===== src/rtl/branch_target_buffer_if.sv =====
// Branch target buffer port bundle: IF-stage lookup plus EX-stage branch
// resolution. Optional statistics signals exist only when BTB_STATS_EN is
// defined. The master side is the pipeline and the slave side is the BTB.
interface branch_target_buffer_if;
    // IF-stage lookup
    logic [31:0] if_pc_i;
    logic        predict_o;
    logic [31:0] target_o;

    // EX-stage resolution
    logic        ex_valid_i;
    logic [31:0] ex_pc_i;
    logic        ex_taken_i;
    logic [31:0] ex_target_i;

`ifdef BTB_STATS_EN
    logic        ex_predicted_i;
    logic [31:0] branch_cnt_o;
    logic [31:0] mispredict_cnt_o;
`endif

`ifdef BTB_STATS_EN
    modport master (
        output if_pc_i, ex_valid_i, ex_pc_i, ex_taken_i, ex_target_i, ex_predicted_i,
        input  predict_o, target_o, branch_cnt_o, mispredict_cnt_o
    );
    modport slave (
        input  if_pc_i, ex_valid_i, ex_pc_i, ex_taken_i, ex_target_i, ex_predicted_i,
        output predict_o, target_o, branch_cnt_o, mispredict_cnt_o
    );
`else
    modport master (
        output if_pc_i, ex_valid_i, ex_pc_i, ex_taken_i, ex_target_i,
        input  predict_o, target_o
    );
    modport slave (
        input  if_pc_i, ex_valid_i, ex_pc_i, ex_taken_i, ex_target_i,
        output predict_o, target_o
    );
`endif
endinterface


===== src/rtl/branch_target_buffer.sv =====
// Direct-mapped branch target buffer with 2-bit saturating direction counters.
// The fetch PC is looked up combinationally; EX-stage resolutions train the
// counter and allocate or refresh entries on the rising edge.
// Optional feature macro: BTB_STATS_EN adds resolved/mispredicted counters.
module branch_target_buffer #(
    parameter int ENTRIES = 16
) (
    input  logic                   clk_i,
    input  logic                   rst_i,
    branch_target_buffer_if.slave  bus
);
    localparam int IDX_W = $clog2(ENTRIES);
    localparam int TAG_W = 30 - IDX_W;

    localparam logic [1:0] CTR_STRONG_NT = 2'b00;
    localparam logic [1:0] CTR_WEAK_NT   = 2'b01;
    localparam logic [1:0] CTR_WEAK_T    = 2'b10;
    localparam logic [1:0] CTR_STRONG_T  = 2'b11;

    // Table storage, one array per field.
    logic             valid_q  [ENTRIES];
    logic [TAG_W-1:0] tag_q    [ENTRIES];
    logic [31:0]      target_q [ENTRIES];
    logic [1:0]       ctr_q    [ENTRIES];

    // Lookup side decode.
    logic [IDX_W-1:0] lk_idx;
    logic [TAG_W-1:0] lk_tag;
    logic             lk_hit;

    // Update side decode and next values for the addressed entry.
    logic [IDX_W-1:0] ex_idx;
    logic [TAG_W-1:0] ex_tag;
    logic             ex_hit;
    logic             ent_wr_en;
    logic [1:0]       ent_ctr_d;
    logic [31:0]      ent_target_d;

    // PC byte-offset bits never participate in index or tag.
    logic unused_pc_bits;
    assign unused_pc_bits = ^{bus.if_pc_i[1:0], bus.ex_pc_i[1:0]};

    assign lk_idx = bus.if_pc_i[IDX_W+1:2];
    assign lk_tag = bus.if_pc_i[31:IDX_W+2];
    assign ex_idx = bus.ex_pc_i[IDX_W+1:2];
    assign ex_tag = bus.ex_pc_i[31:IDX_W+2];

    // Lookup: reads the current table only, so a same-cycle update is not bypassed.
    always_comb begin
        lk_hit        = valid_q[lk_idx] && (tag_q[lk_idx] == lk_tag);
        bus.predict_o = lk_hit && ctr_q[lk_idx][1];
        bus.target_o  = bus.predict_o ? target_q[lk_idx] : 32'h0;
    end

    // Update decision: train on hit, allocate on taken miss, ignore not-taken miss.
    always_comb begin
        // NOTE: every output gets a default before any branch, otherwise paths that skip an assignment infer latches.
        ent_wr_en    = 1'b0;
        ent_ctr_d    = ctr_q[ex_idx];
        ent_target_d = target_q[ex_idx];
        ex_hit       = valid_q[ex_idx] && (tag_q[ex_idx] == ex_tag);
        if (bus.ex_valid_i) begin
            if (ex_hit) begin
                ent_wr_en = 1'b1;
                if (bus.ex_taken_i) begin
                    ent_target_d = bus.ex_target_i;
                    if (ctr_q[ex_idx] != CTR_STRONG_T) begin
                        ent_ctr_d = ctr_q[ex_idx] + 2'd1;
                    end
                end else if (ctr_q[ex_idx] != CTR_STRONG_NT) begin
                    ent_ctr_d = ctr_q[ex_idx] - 2'd1;
                end
            end else if (bus.ex_taken_i) begin
                ent_wr_en    = 1'b1;
                ent_ctr_d    = CTR_WEAK_T;
                ent_target_d = bus.ex_target_i;
            end
        end
    end

    // Table state: reset clears every entry, otherwise write the addressed entry.
    always_ff @(posedge clk_i) begin
        if (rst_i) begin
            // NOTE: the table is reset entry by entry because a post-reset lookup must never hit; this forbids mapping it onto RAM macros.
            for (int i = 0; i < ENTRIES; i++) begin
                valid_q[i]  <= 1'b0;
                tag_q[i]    <= '0;
                target_q[i] <= 32'h0;
                ctr_q[i]    <= CTR_WEAK_NT;
            end
        end else if (ent_wr_en) begin
            // NOTE: non-blocking assignments keep every register update in this edge using pre-edge values.
            valid_q[ex_idx]  <= 1'b1;
            tag_q[ex_idx]    <= ex_tag;
            target_q[ex_idx] <= ent_target_d;
            ctr_q[ex_idx]    <= ent_ctr_d;
        end
    end

`ifdef BTB_STATS_EN
    logic [31:0] branch_cnt_q, branch_cnt_d;
    logic [31:0] mispredict_cnt_q, mispredict_cnt_d;

    // Statistics next state: count resolutions and direction mispredictions, wrapping.
    always_comb begin
        branch_cnt_d     = branch_cnt_q;
        mispredict_cnt_d = mispredict_cnt_q;
        if (bus.ex_valid_i) begin
            branch_cnt_d = branch_cnt_q + 32'd1;
            if (bus.ex_predicted_i != bus.ex_taken_i) begin
                mispredict_cnt_d = mispredict_cnt_q + 32'd1;
            end
        end
    end

    // Statistics registers.
    always_ff @(posedge clk_i) begin
        if (rst_i) begin
            branch_cnt_q     <= 32'h0;
            mispredict_cnt_q <= 32'h0;
        end else begin
            branch_cnt_q     <= branch_cnt_d;
            mispredict_cnt_q <= mispredict_cnt_d;
        end
    end

    assign bus.branch_cnt_o     = branch_cnt_q;
    assign bus.mispredict_cnt_o = mispredict_cnt_q;
`endif
endmodule


===== src/flat_wrapper.sv =====
// flat-port wrapper written by rule: the top's interface ports become plain ports
module branch_target_buffer_flat 
#(
    parameter int ENTRIES = 16
)
  (clk_i, rst_i, bus_if_pc_i, bus_ex_valid_i, bus_ex_pc_i, bus_ex_taken_i, bus_ex_target_i, bus_predict_o, bus_target_o);
  branch_target_buffer_if bus_i ();
  input  logic clk_i;
  input  logic rst_i;
  input wire logic [$bits(bus_i.if_pc_i)-1:0] bus_if_pc_i;
  input wire logic [$bits(bus_i.ex_valid_i)-1:0] bus_ex_valid_i;
  input wire logic [$bits(bus_i.ex_pc_i)-1:0] bus_ex_pc_i;
  input wire logic [$bits(bus_i.ex_taken_i)-1:0] bus_ex_taken_i;
  input wire logic [$bits(bus_i.ex_target_i)-1:0] bus_ex_target_i;
  output wire logic [$bits(bus_i.predict_o)-1:0] bus_predict_o;
  output wire logic [$bits(bus_i.target_o)-1:0] bus_target_o;
  assign bus_i.if_pc_i = bus_if_pc_i;
  assign bus_i.ex_valid_i = bus_ex_valid_i;
  assign bus_i.ex_pc_i = bus_ex_pc_i;
  assign bus_i.ex_taken_i = bus_ex_taken_i;
  assign bus_i.ex_target_i = bus_ex_target_i;
  assign bus_predict_o = bus_i.predict_o;
  assign bus_target_o = bus_i.target_o;
  branch_target_buffer #(.ENTRIES(ENTRIES)) u_core (.clk_i(clk_i), .rst_i(rst_i), .bus(bus_i));
endmodule

===== config.mk =====
export PLATFORM = sky130hd
export DESIGN_NAME = branch_target_buffer_flat
export DESIGN_NICKNAME = d
export VERILOG_FILES = /design/src/rtl/branch_target_buffer_if.sv /design/src/rtl/branch_target_buffer.sv /design/src/flat_wrapper.sv
export SDC_FILE = /design/constraint.sdc
export NUM_CORES = 1
export LEC_CHECK = 0
export CAP_MARGIN = 20
export CELL_PAD_IN_SITES_DETAIL_PLACEMENT = 0
export CELL_PAD_IN_SITES_GLOBAL_PLACEMENT = 2
export CORE_UTILIZATION = 47
export DETAILED_ROUTE_END_ITERATION = 8
export PLACE_DENSITY = 0.83
export SYNTH_ARGS = -nofsm -noshare
export SYNTH_HDL_FRONTEND = slang
export SYNTH_SLANG_ARGS = --single-unit

===== constraint.sdc =====
create_clock -name clk_i -period 5.85 [get_ports clk_i]
set_input_delay 0.585 -clock clk_i [delete_from_list [all_inputs] [get_ports clk_i]]
set_output_delay 0.585 -clock clk_i [all_outputs]
set_load 0.005 [all_outputs]

# After elaboration in Yosys (flattened, before gate mapping)
# Memories as Yosys holds them, arrays and structs flattened.
# Cells that the tools add are included.
# W data, S select, Z words.
dict set report totals {
  register_bits 0
  mem_bits_rw 976
  mem_count 4
  out_inout_bits 33
}
# name words width rd rd_ports_with_merged_regs wr line
set memory_table {}
lappend memory_table {u_core.target_q 16 32 1 0 16 branch_target_buffer.sv:23} ;# logic [31:0] target_q [ENTRIES];
lappend memory_table {u_core.tag_q 16 26 2 0 16 branch_target_buffer.sv:22} ;# logic [TAG_W-1:0] tag_q [ENTRIES];
lappend memory_table {u_core.ctr_q 16 2 2 0 16 branch_target_buffer.sv:24} ;# logic [1:0] ctr_q [ENTRIES];
lappend memory_table {u_core.valid_q 16 1 2 0 16 branch_target_buffer.sv:21} ;# logic valid_q [ENTRIES];
dict set report classes {
  mux 29
  n_eq_ne 5
  n_addsub 2
  n_reduce_logical 9
}
# op n
set ops {}
lappend ops {{$mux W32} 4}
lappend ops {{$eq A26 B26 Y1} 2}
lappend ops {{$reduce_or A32 Y1} 1}
lappend ops {{$mux W26} 1}
lappend ops {{$reduce_or A26 Y1} 1}
lappend ops {{$mux W4} 4}
lappend ops {{$mux W2} 7}
lappend ops {{$mux W1} 13}
lappend ops {{$ne A2 B2 Y1 const B} 2}
lappend ops {{$logic_and A1 B1 Y1} 3}
lappend ops {{$reduce_and A3 Y1} 1}
lappend ops {{$add A2 B1 Y2 const B} 1}
lappend ops {{$reduce_bool A2 Y1} 1}
lappend ops {{$reduce_or A2 Y1} 1}
lappend ops {{$sub A2 B1 Y2 const B} 1}
lappend ops {{$ne A1 B1 Y1 const B} 1}
lappend ops {{$reduce_or A1 Y1} 1}

# Logic depth before layout (Yosys ltp)
# An unclocked memory read counts as a cell.
dict set report depth {
  depth_word 11
  ltp_mapped 16
}

# Worst setup path after synthesis
# Ideal clock, no wire load.
dict set report synth_timing {
  path_kind {input -> register}
  start {input bus_ex_pc_i[5]}
  end {memory u_core.target_q[12][0], enable pin}
  arrival_time_ns 4.254
  cell_stages 6
  path_slack_ns 1.130
  cell_sequence {buf_2 -> buf_2 -> buf_1 -> clkbuf_1 -> nand2_1 -> o21ai_0}
}
# element line
set synth_lines {}
lappend synth_lines {{start, declared} flat_wrapper.sv:12} ;# input wire logic [$bits(bus_i.ex_pc_i)-1:0] bus_ex_pc_i;
lappend synth_lines {{end, declared} branch_target_buffer.sv:23}

# Worst setup path after layout
dict set report layout_timing {
  start {input bus_if_pc_i[3]}
  end {output bus_target_o[21]}
}
dict set report layout_between {
  elab_chain_cells 5
  elab_cells_between_ends 8
  classes_between {eq/ne (1); mux (1); reduce/logical (2); memory (4)}
}
# element line
set layout_rtl {}
lappend layout_rtl {{start, declared} flat_wrapper.sv:10} ;# input wire logic [$bits(bus_i.if_pc_i)-1:0] bus_if_pc_i;
lappend layout_rtl {{$mem_v2 Z16 W26} --}
lappend layout_rtl {{$eq A26 B26 Y1} branch_target_buffer.sv:50} ;# lk_hit = valid_q[lk_idx] && (tag_q[lk_idx] == lk_tag);
lappend layout_rtl {{$logic_and A1 B1 Y1} branch_target_buffer.sv:50}
lappend layout_rtl {{$logic_and A1 B1 Y1} branch_target_buffer.sv:51} ;# bus.predict_o = lk_hit && ctr_q[lk_idx][1];
lappend layout_rtl {{$mux W32 *} branch_target_buffer.sv:52} ;# bus.target_o = bus.predict_o ? target_q[lk_idx] : 32'h0;
lappend layout_rtl {{end, declared} flat_wrapper.sv:16} ;# output wire logic [$bits(bus_i.target_o)-1:0] bus_target_o;
# Every way passes the cells marked *; elsewhere a longest branch is shown, timed or not.

==> metrics.txt <==
# TYPE chip_impl_metric gauge
chip_impl_info{name="outcome",value="finished, final reports clean"} 1
chip_impl_metric{name="die_width",unit="um"} 322.4
chip_impl_metric{name="drv_slew",unit=""} 0
chip_impl_metric{name="cts_h_tree_depth",unit=""} 3
chip_impl_metric{name="tightestPinTransition",unit="ns"} 1.157
chip_impl_metric{name="dp_cells",unit=""} 4407
chip_impl_info{name="worstSetupStartpointType",value="input pin"} 1
chip_impl_metric{name="postcts_resize_cnt",unit=""} 0
chip_impl_info{name="grt_setup_unrepaired",value="false"} 1
chip_impl_metric{name="synth.ff_latch_count",unit=""} 976
chip_impl_info{name="clock-root-buffer",value="clkbuf_16"} 1
chip_impl_metric{name="p_comb_share",unit="%"} 9.9
chip_impl_metric{name="number_of_buffers_on_the_longest_clock_path",unit=""} 3
chip_impl_metric{name="switching_power",unit="W"} 0.003870
chip_impl_metric{name="drc_errors",unit=""} 0
chip_impl_metric{name="clk_pwr_share",unit="%"} 40.4
chip_impl_metric{name="first_pass_iters",unit=""} 6
chip_impl_metric{name="sequential_cell_area",unit="um2"} 29150
chip_impl_metric{name="power.share.switching",unit="%"} 23.49
chip_impl_info{name="synthFlopType",value="edfxtp_1"} 1
chip_impl_metric{name="synthCells",unit=""} 3079
chip_impl_info{name="cell_type_group_with_the_largest_total_delay_on_the_critical_path",value="buffers and inverters"} 1
chip_impl_metric{name="hold_viol",unit=""} 0
chip_impl_metric{name="arrival",unit="ns"} 4.56
chip_impl_metric{name="dieHeight",unit="um"} 322.4
chip_impl_metric{name="grt_remaining_overflow",unit=""} 0
chip_impl_info{name="synthTopCellsByArea",value="edfxtp_1 (60%), mux4_2 (17%), and2_1 (12%)"} 1
chip_impl_metric{name="grt_usage",unit="%"} 28.48
chip_impl_metric{name="post_syn_nets",unit=""} 3179
chip_impl_metric{name="layout-area-overhead-vs-synth",unit="%"} 14.36
chip_impl_metric{name="cts_made_buffers",unit=""} 104
chip_impl_metric{name="clkTransAtPathRegs",unit="ns"} 0.06
chip_impl_metric{name="ys.warnings.count",unit=""} 0
chip_impl_metric{name="number_of_hold_repair_buffers_added_at_the_cts_stage",unit=""} 0
chip_impl_metric{name="worst_slew_margin_rel",unit="%"} 22.89
chip_impl_metric{name="wire_per_inst",unit="um"} 31.75
chip_impl_metric{name="critical_path.max_stage_delay",unit="ns"} 0.61
chip_impl_metric{name="die-area",unit="um2"} 103900
chip_impl_metric{name="setup_viol",unit=""} 0
chip_impl_metric{name="gp_congestion",unit=""} 0.8754
chip_impl_metric{name="pwr_density_cell",unit="nW/um2"} 298.6
chip_impl_info{name="tritoncts",value="built"} 1
chip_impl_metric{name="leakagePower",unit="nW"} 18.90
chip_impl_metric{name="fraction_of_the_yosys_area_taken_by_sequential_cells",unit="%"} 60.42
chip_impl_metric{name="core.rowCount",unit=""} 117
chip_impl_metric{name="postCtsSetupRepairBufs",unit=""} 0
chip_impl_metric{name="number_of_buffer_and_inverter_instances_along_the_worst_setup_path",unit=""} 4
chip_impl_metric{name="cap_violations",unit=""} 0
chip_impl_metric{name="number_of_buffer_cells_added_on_primary_ports",unit=""} 128
chip_impl_metric{name="multiInputGateArea",unit="um2"} 18290
chip_impl_metric{name="syn_avg_cell_area",unit="um2"} 15.67
chip_impl_metric{name="post_drt_via_cell_ratio",unit=""} 6.260
chip_impl_metric{name="synth_enable_flop_cells",unit=""} 960
chip_impl_info{name="yosysTopAreaCell",value="edfxtp_1"} 1
chip_impl_metric{name="synthArstFlopShare",unit="%"} 0
chip_impl_metric{name="num_vias",unit=""} 28852
chip_impl_info{name="worstSetupPathType",value="in2out"} 1
chip_impl_info{name="crit_path_end_kind",value="output port"} 1
chip_impl_info{name="cell_breakdown_of_the_critical_path",value="buf_6, buf_4, mux4_2, mux4_2, xnor2_1, nand4_1, nor3_1, nand4_1, buf_4, nor2b_1, clkdlybuf4s50_1"} 1
chip_impl_metric{name="fin_hold_ws",unit="ns"} 0.4760
chip_impl_metric{name="fin_util",unit="%"} 54.22
chip_impl_metric{name="ant_nets",unit=""} 0
chip_impl_metric{name="synth_largest_type_area_fraction",unit="%"} 59.76
chip_impl_metric{name="post_layout_min_period",unit="ns"} 5.145
chip_impl_metric{name="max-vdd-ir-drop",unit="uV"} 296.8
chip_impl_metric{name="yosysUniqueCellTypes",unit=""} 59
chip_impl_metric{name="fin_nets",unit=""} 3248
chip_impl_metric{name="timing.clock.skew",unit="ns"} 0.03688
chip_impl_metric{name="pre_cts_ws",unit="ns"} 0.7145
chip_impl_info{name="netlist_top_cells_count",value="edfxtp_1 (960), and2_1 (932), mux4_2 (371)"} 1
chip_impl_metric{name="timing.critical_path.required",unit="ns"} 5.27
chip_impl_metric{name="internal_power",unit="W"} 0.01260
chip_impl_metric{name="via_count_of_the_first_global_routing_pass",unit=""} 29193
chip_impl_metric{name="layout_setup_ws",unit="ns"} 0.7050
chip_impl_info{name="hold_path_class",value="reg2reg"} 1
chip_impl_info{name="critPathSlowestCell",value="buf_6"} 1
chip_impl_metric{name="pin_count",unit=""} 133
chip_impl_metric{name="placeableCoreArea",unit="um2"} 101700
chip_impl_metric{name="clock.fmax",unit="MHz"} 194.4
chip_impl_metric{name="fin_setup_tns",unit="ns"} 0
chip_impl_metric{name="post-route-period-util",unit="%"} 87.95
chip_impl_info{name="synth.most_common_cell",value="edfxtp_1"} 1
chip_impl_metric{name="share_of_final_layout_standard_cells_stronger_than_drive_strength_1",unit="%"} 22.65
chip_impl_metric{name="totalWireLength",unit="um"} 146300
chip_impl_metric{name="worstPathMaxFanout",unit=""} 66
chip_impl_metric{name="n_fill_cell",unit=""} 8054
chip_impl_metric{name="initial_core_util",unit="%"} 47.42
chip_impl_metric{name="antenna_found_initial",unit=""} 14
chip_impl_metric{name="dr.first_iter.drc_count",unit=""} 3747
chip_impl_metric{name="cts_sinks",unit=""} 976
chip_impl_metric{name="hpwl",unit="um"} 85710
chip_impl_metric{name="clock_latency",unit="ns"} 0.71
chip_impl_metric{name="p_seq_share",unit="%"} 49.7
chip_impl_metric{name="fin_cells",unit=""} 4609
chip_impl_metric{name="pin_count_of_the_biggest_net_entering_global_routing",unit=""} 125
chip_impl_metric{name="first_pass_grt_wire_length",unit="um"} 208900
chip_impl_metric{name="r2r_slack",unit="ns"} 1.89
chip_impl_metric{name="syn-cell-area",unit="um2"} 48240
-- sequential cells by signal, indices dropped and copies added (netlist names) --
register,count
u_core.target_q,512
u_core.tag_q,416
u_core.ctr_q,32
u_core.valid_q,16
-- cells in the final DEF (no fill, tap or decap), types with 25 or more instances in the layout --
master	count
xnor2_1	36
buf_4	115
edfxtp_1	960
clkbuf_16	105
nand2_1	36
xor2_1	25
mux2i_1	86
a22oi_1	27
nor2b_1	43
clkdlybuf4s50_1	120
mux4_2	371
and2_1	932
-- final cells by class --
type                       instances  share of cell area (%)
sequential                       976                   52.84
multi-input combinational       1797                   33.16
clock buffer                     134                   5.051
timing repair buffer             260                   4.609
tap                             1368                   3.103
clock inverter                    56                   1.141
inverter                           9                 0.06124
antenna                            9                 0.04082
-- power groups by stage --
stage / clock (W) / sequential (W) / combinational, W
6_report: 0.00666 / 0.00819 / 0.00163
5_1_grt: 0.00698 / 0.00822 / 0.00170
4_1_cts: 0.00674 / 0.00818 / 0.00162
3_5_place_dp: 0 / 0.00833 / 0.00162
3_3_place_gp: 0 / 0.00829 / 0.00160
2_1_floorplan: 0 / 0.00827 / 0.00100
-- stage by stage --
stage          cell area, um2  power [W]
6_report                55170    0.01647
5_1_grt                 55150    0.01690
4_1_cts                 55090    0.01655
3_5_place_dp            51670   0.009944
3_3_place_gp            51550   0.009893
2_1_floorplan           48240   0.009273
-- routing by layer --
metal	global-route usage, %	share of wire, %	wire length, um
met5	0	0.033	49
met4	10.39	3.5	5099
met3	4.734	9.2	13480
met2	45.44	48	69850
met1	39.53	40	57850
-- kinds of logic after synthesis --
kind of cell | after synthesis | share of synthesized area, %
multiplexers | 462 | 19.31
XOR/XNOR | 61 | 1.107
AO/OA/AOI/OAI | 164 | 2.381
flip-flops | 976 | 60.42
buffers and inverters | 306 | 2.666
AND/OR/NAND/NOR | 1110 | 14.11
-- path summary, 6_finish.rpt --
path,cells past startpoint,endpoint,startpoint
worst min-delay path,1,u_core.valid_q[6]$_DFF_P_,u_core.valid_q[6]$_DFF_P_
worst min register to register,1,u_core.valid_q[6]$_DFF_P_,u_core.valid_q[6]$_DFF_P_
worst max-delay path,11,bus_target_o[21],bus_if_pc_i[3]
worst max register to register,11,u_core.ctr_q[11][1]$_SDFFCE_PN0P_,u_core.tag_q[15][20]$_SDFFCE_PN0P_
Power figures use the tool's default switching activity.
